===== src/rtl/pwm_decoder.sv =====
// PWM-to-sample decoder: measures the high time in each PWM window and emits one
// sample per window with a valid strobe, a short-period flag and a lock indicator.
module pwm_decoder #(
  parameter int unsigned PERIOD      = 255,
  parameter int unsigned CNT_W       = 8,
  parameter int unsigned SYNC_STAGES = 2
) (
  input  logic             clk,
  input  logic             rst_n,
  input  logic             pwm_in,
  output logic [CNT_W-1:0] sample,
  output logic             sample_valid,
  output logic             period_err,
  output logic             locked
);

  localparam logic [CNT_W-1:0] PeriodVal = CNT_W'(PERIOD);
  localparam logic [CNT_W-1:0] One       = CNT_W'(1);
  localparam logic [CNT_W-1:0] MaxVal    = {CNT_W{1'b1}};

  typedef enum logic [0:0] {
    StSeek,
    StMeasure
  } state_e;

  state_e state_q, state_d;

  logic [SYNC_STAGES-1:0] sync_q;
  logic                   pwm_s;
  logic                   pwm_d_q;
  logic                   rise;

  logic [CNT_W-1:0] period_cnt_q, period_cnt_d;
  logic [CNT_W-1:0] high_cnt_q, high_cnt_d;
  logic [CNT_W-1:0] high_inc;
  logic [CNT_W-1:0] high_init;
  logic [CNT_W-1:0] sample_q, sample_d;
  logic             valid_q, valid_d;
  logic             err_q, err_d;
  logic             locked_q;
  logic             at_period;
  logic             close;

  // Input synchronizer; pwm_in is asynchronous to clk.
  always_ff @(posedge clk or negedge rst_n) begin
    if (!rst_n) begin
      sync_q  <= '0;
      pwm_d_q <= 1'b0;
    end else begin
      sync_q  <= {sync_q[SYNC_STAGES-2:0], pwm_in};
      pwm_d_q <= pwm_s;
    end
  end

  assign pwm_s     = sync_q[SYNC_STAGES-1];
  assign rise      = pwm_s & ~pwm_d_q;
  assign at_period = (period_cnt_q == PeriodVal);
  assign close     = rise | at_period;
  assign high_init = pwm_s ? One : '0;

  // Saturate so an over-long high time reads as full scale rather than wrapping.
  assign high_inc = (pwm_s && (high_cnt_q != MaxVal)) ? high_cnt_q + One : high_cnt_q;

  always_comb begin
    state_d      = state_q;
    period_cnt_d = period_cnt_q;
    high_cnt_d   = high_cnt_q;
    sample_d     = sample_q;
    valid_d      = 1'b0;
    err_d        = err_q;

    unique case (state_q)
      StSeek: begin
        if (close) begin
          state_d      = StMeasure;
          period_cnt_d = One;
          high_cnt_d   = high_init;
        end else begin
          period_cnt_d = period_cnt_q + One;
        end
      end
      StMeasure: begin
        if (close) begin
          // The closing cycle already belongs to the next window.
          sample_d     = high_cnt_q;
          valid_d      = 1'b1;
          err_d        = rise & (period_cnt_q < PeriodVal);
          period_cnt_d = One;
          high_cnt_d   = high_init;
        end else begin
          period_cnt_d = period_cnt_q + One;
          high_cnt_d   = high_inc;
        end
      end
      default: begin
        state_d = StSeek;
      end
    endcase
  end

  always_ff @(posedge clk or negedge rst_n) begin
    if (!rst_n) begin
      state_q      <= StSeek;
      period_cnt_q <= '0;
      high_cnt_q   <= '0;
      sample_q     <= '0;
      valid_q      <= 1'b0;
      err_q        <= 1'b0;
      locked_q     <= 1'b0;
    end else begin
      state_q      <= state_d;
      period_cnt_q <= period_cnt_d;
      high_cnt_q   <= high_cnt_d;
      sample_q     <= sample_d;
      valid_q      <= valid_d;
      err_q        <= err_d;
      locked_q     <= (state_d == StMeasure);
    end
  end

  assign sample       = sample_q;
  assign sample_valid = valid_q;
  assign period_err   = err_q;
  assign locked       = locked_q;

endmodule


===== config.mk =====
export PLATFORM = sky130hd
export DESIGN_NAME = pwm_decoder
export DESIGN_NICKNAME = d
export VERILOG_FILES = /design/src/rtl/pwm_decoder.sv
export SDC_FILE = /design/constraint.sdc
export NUM_CORES = 1
export LEC_CHECK = 0
export BUFFER_PORTS_ARGS = -buffer_cell sky130_fd_sc_hd__buf_2
export CORE_ASPECT_RATIO = 0.8
export CORE_MARGIN = 1
export CORE_UTILIZATION = 55
export CTS_BUF_LIST = sky130_fd_sc_hd__clkbuf_8
export DETAILED_ROUTE_END_ITERATION = 7
export PLACE_DENSITY = 0.75
export SLEW_MARGIN = 30
export SYNTH_ARGS = -nofsm -noshare
export SYNTH_HDL_FRONTEND = slang
export SYNTH_SLANG_ARGS = --single-unit

===== constraint.sdc =====
create_clock -name clk -period 2.2 [get_ports clk]
set_input_delay 0.44 -clock clk [delete_from_list [all_inputs] [get_ports clk]]
set_output_delay 0.44 -clock clk [all_outputs]
set_load 0.05 [all_outputs]

==> results by group <==
Finish
  • Layout cells sized above 1: 26.2%
  • Nets@finish: 131
  • Non-Filler Instances: 151
  • P&R area growth vs syn: 12.8%
  • Antenna fix cells: 0

Placed design
  • IO buf count: 13
  • Post-DP HPWL: 1.48 mm
  • Inst Count DP: 144
  • Gpl congestion: 0.793

Timing
  • Final period util: 80.4%
  • Slew HR: 58.1%
  • Hold_ws: 190 ps
  • Worst Skew: 5.45 ps
  • RSZ-0062 raised after global routing: no
  • Max Slew Vio Count: 0
  • Setup violations, final: 0
  • Setup TNS: 0 ps
  • Post-layout min period: 1770 ps
  • Final hold violations: 0
  • Least-Margin Pin Slew: 628 ps
  • Maximum clock frequency: 565 MHz

Clock network
  • CTS resizes: 0
  • Max H-tree Level: 2
  • Hold buffers post-CTS: 0
  • Post-CTS Setup Bufs: 0
  • TritonCTS Buffers: 5
  • CTS tree: built
  • Worst skew pair latency: 270 ps
  • Sink Count: 30
  • Max Buffers Root-to-Sink: 2
  • Clock Pin Slew Worst Setup and Hold Paths: 60 ps
  • Clock Root Buffer: clkbuf_8

Die
  • I/O pins: 14
  • Die span in y: 45.7 um
  • Die ar.: 2580 um2
  • Initial Util: 59.7%
  • FP Rows: 15
  • Die extent in x: 56.6 um
  • Core area: 2200 um2

Synthesis
  • Post-synth cell types: 29
  • Mapped Area: 1310 um2
  • Gate Count Post-Synth: 107
  • Sequential cell area fraction in the yosys report: 57.3%
  • Share of the synthesized area in the top cell type: 57.3%
  • Syn_nets: 112
  • YS warnings: 0
  • Mean Syn Cell Area: 12.2 um2
  • Seq cells post-synth: 30
  • Synth area leader: dfrtp_1
  • Top cells by area, synth: dfrtp_1, mux2_2, nor2_1

Routing
  • Avg WL per Cell: 13.7 um
  • Met3 wire length: 84 um
  • M1 wire length: 1.08 mm
  • Drc violations: 0
  • Final WL: 2.07 mm
  • ANT nets after route: 0
  • First-pass iteration count of the detailed router: 4
  • Met2 WL post-DR: 897 um
  • Via count: 841
  • Initial DRC Count: 9
  • Highest metal used: met4
  • Drt via density: 5.57

Worst setup path
  • Type of origin of the critical path: register
  • CP cell instances: ha_1 -> nand4_2 -> o21bai_4 -> nand2_4 -> mux2_2
  • Worst-path fanout max: 14
  • CP bufs+invs: 0
  • Delay-heaviest family, CP: flip-flops
  • Crit-path slowest cell: dfrtp_1
  • CP Capture Type: register
  • CP Class: reg2reg
  • Largest stage delay on the critical path: 380 ps
  • Arrival time worst endpoint: 1920 ps
  • Worst Path Required: 2350 ps
  • Register-to-register setup slack: 430 ps

Pwr
  • Leak: 0.720 nW
  • Comb power frac: 23.5%
  • Switching part of the total power: 32.7%
  • Share of power burned in registers: 50.6%
  • Pwr Density: 972 nW/um2
  • VDD IR max: 0.000797 V
  • Psw: 0.470 mW
  • Internal power: 0.966 mW
  • Clock network power share: 26.0%

Job
  • Max Cap Viol: 0

Global route
  • First-pass GRT wire length: 3.41 mm
  • Initial antenna violation count: 0
  • Vias in the first global route: 737
  • Grt total ovfl: 0
  • Largest net degree at the start of global routing: 31
  • Total Routing Usage GR: 18.6%

Min path
  • Tightest Hold Check Type: in2async

Run status
  • Status: completed
==> worst paths after layout <==
path | cells past startpoint | end | from
max | 5 | sample[4] | period_cnt_q[0]
min | 1 | pwm_d_q | rst_n
max reg2reg | 5 | sample[4] | period_cnt_q[0]
min reg2reg | 0 | sync_q[1] | sync_q[0]
max in group asynchronous | 1 | sample[3] | rst_n
min in group clk | 1 | sync_q[0] | pwm_in
==> cell usage in the layout (no fill, tap or decap), types with 2 or more instances in the layout <==
cell / count
a211oi_1: 2
a21oi_1: 4
and2_1: 2
and3_1: 2
buf_2: 13
clkbuf_8: 5
dfrtp_1: 30
ha_1: 2
inv_1: 4
mux2_2: 8
nand2_1: 7
nand3_1: 3
nand4_1: 2
nand4_2: 2
nor2_1: 14
o21ai_0: 3
xnor2_1: 5
xor2_1: 6
==> logic make-up (layout without fill, tap and decap cells) <==
family                   Yosys count  count (layout)  share of synthesized area, %
flip-flops                        30              30                          57.3
AND/OR/NAND/NOR                   39              39                          16.2
adder cells (fa/ha/maj)            2               2                          1.91
multiplexers                       9               9                          7.64
buffers and inverters              3              22                         0.955
XOR/XNOR                          11              11                          7.35
AO/OA/AOI/OAI                     13              13                          8.60
==> state kept, by name, indices dropped and copies added, names as in the netlist <==
name	flops
sample_valid	1
high_cnt_q	8
sync_q	2
pwm_d_q	1
period_err	1
sample	8
locked	1
period_cnt_q	8
==> layer usage <==
metal / vias up / global-route usage, %
met4: 0 / 8.78
met1: 414 / 26.7
met2: 18 / 24.9
met3: 2 / 6.82
li1: 407 / -
met5: - / 0
==> synth_stat cells <==
library cell / instances
and2b_1: 1
o21bai_4: 1
buf_2: 1
nand3_1: 3
xor2_1: 6
mux2i_1: 1
and3_1: 2
a21oi_1: 4
a21o_1: 1
xnor2_1: 5
and4_4: 1
nand2_4: 1
nor2_1: 14
dfrtp_1: 30
nand4_2: 2
and2_1: 2
a2111oi_4: 1
ha_1: 2
a211oi_1: 2
nor2b_1: 1
or2_2: 1
a311oi_1: 1
nand2_1: 7
nand4_1: 2
nor3b_1: 1
o21ai_0: 3
or3_1: 1
mux2_2: 8
inv_1: 2
==> metrics by stage <==
stage / worst slack, ps / power [mW] / utilization (%) / cell area [um2]
6_report: 431 / 1.44 / 67.3 / 1480
5_1_grt: 320 / 1.52 / 67.3 / 1480
4_1_cts: 408 / 1.46 / 67.3 / 1480
3_5_place_dp: 413 / 1.07 / 63.8 / 1400
3_3_place_gp: 484 / 1.06 / 63.8 / 1400
2_1_floorplan: 626 / 0.979 / - / 1310
==> power groups by stage <==
stage	combinational [mW]	clock, mW	sequential (mW)
after global placement	0.331	0	0.729
after detailed placement	0.338	0	0.733
after CTS	0.341	0.390	0.726
final	0.337	0.373	0.726
after global routing	0.364	0.415	0.741
after floorplan	0.154	0	0.825
==> layout make-up <==
type,instances,area [um2]
clock buffers,5,68.8
flip-flops and latches,30,751
inverters,2,7.51
multi-input cells,74,547
fillers,172,718
repair buffers,13,65.1
clock inverters,2,7.51
well taps,25,31.3
Note: power is estimated with default switching activity, not from simulation.
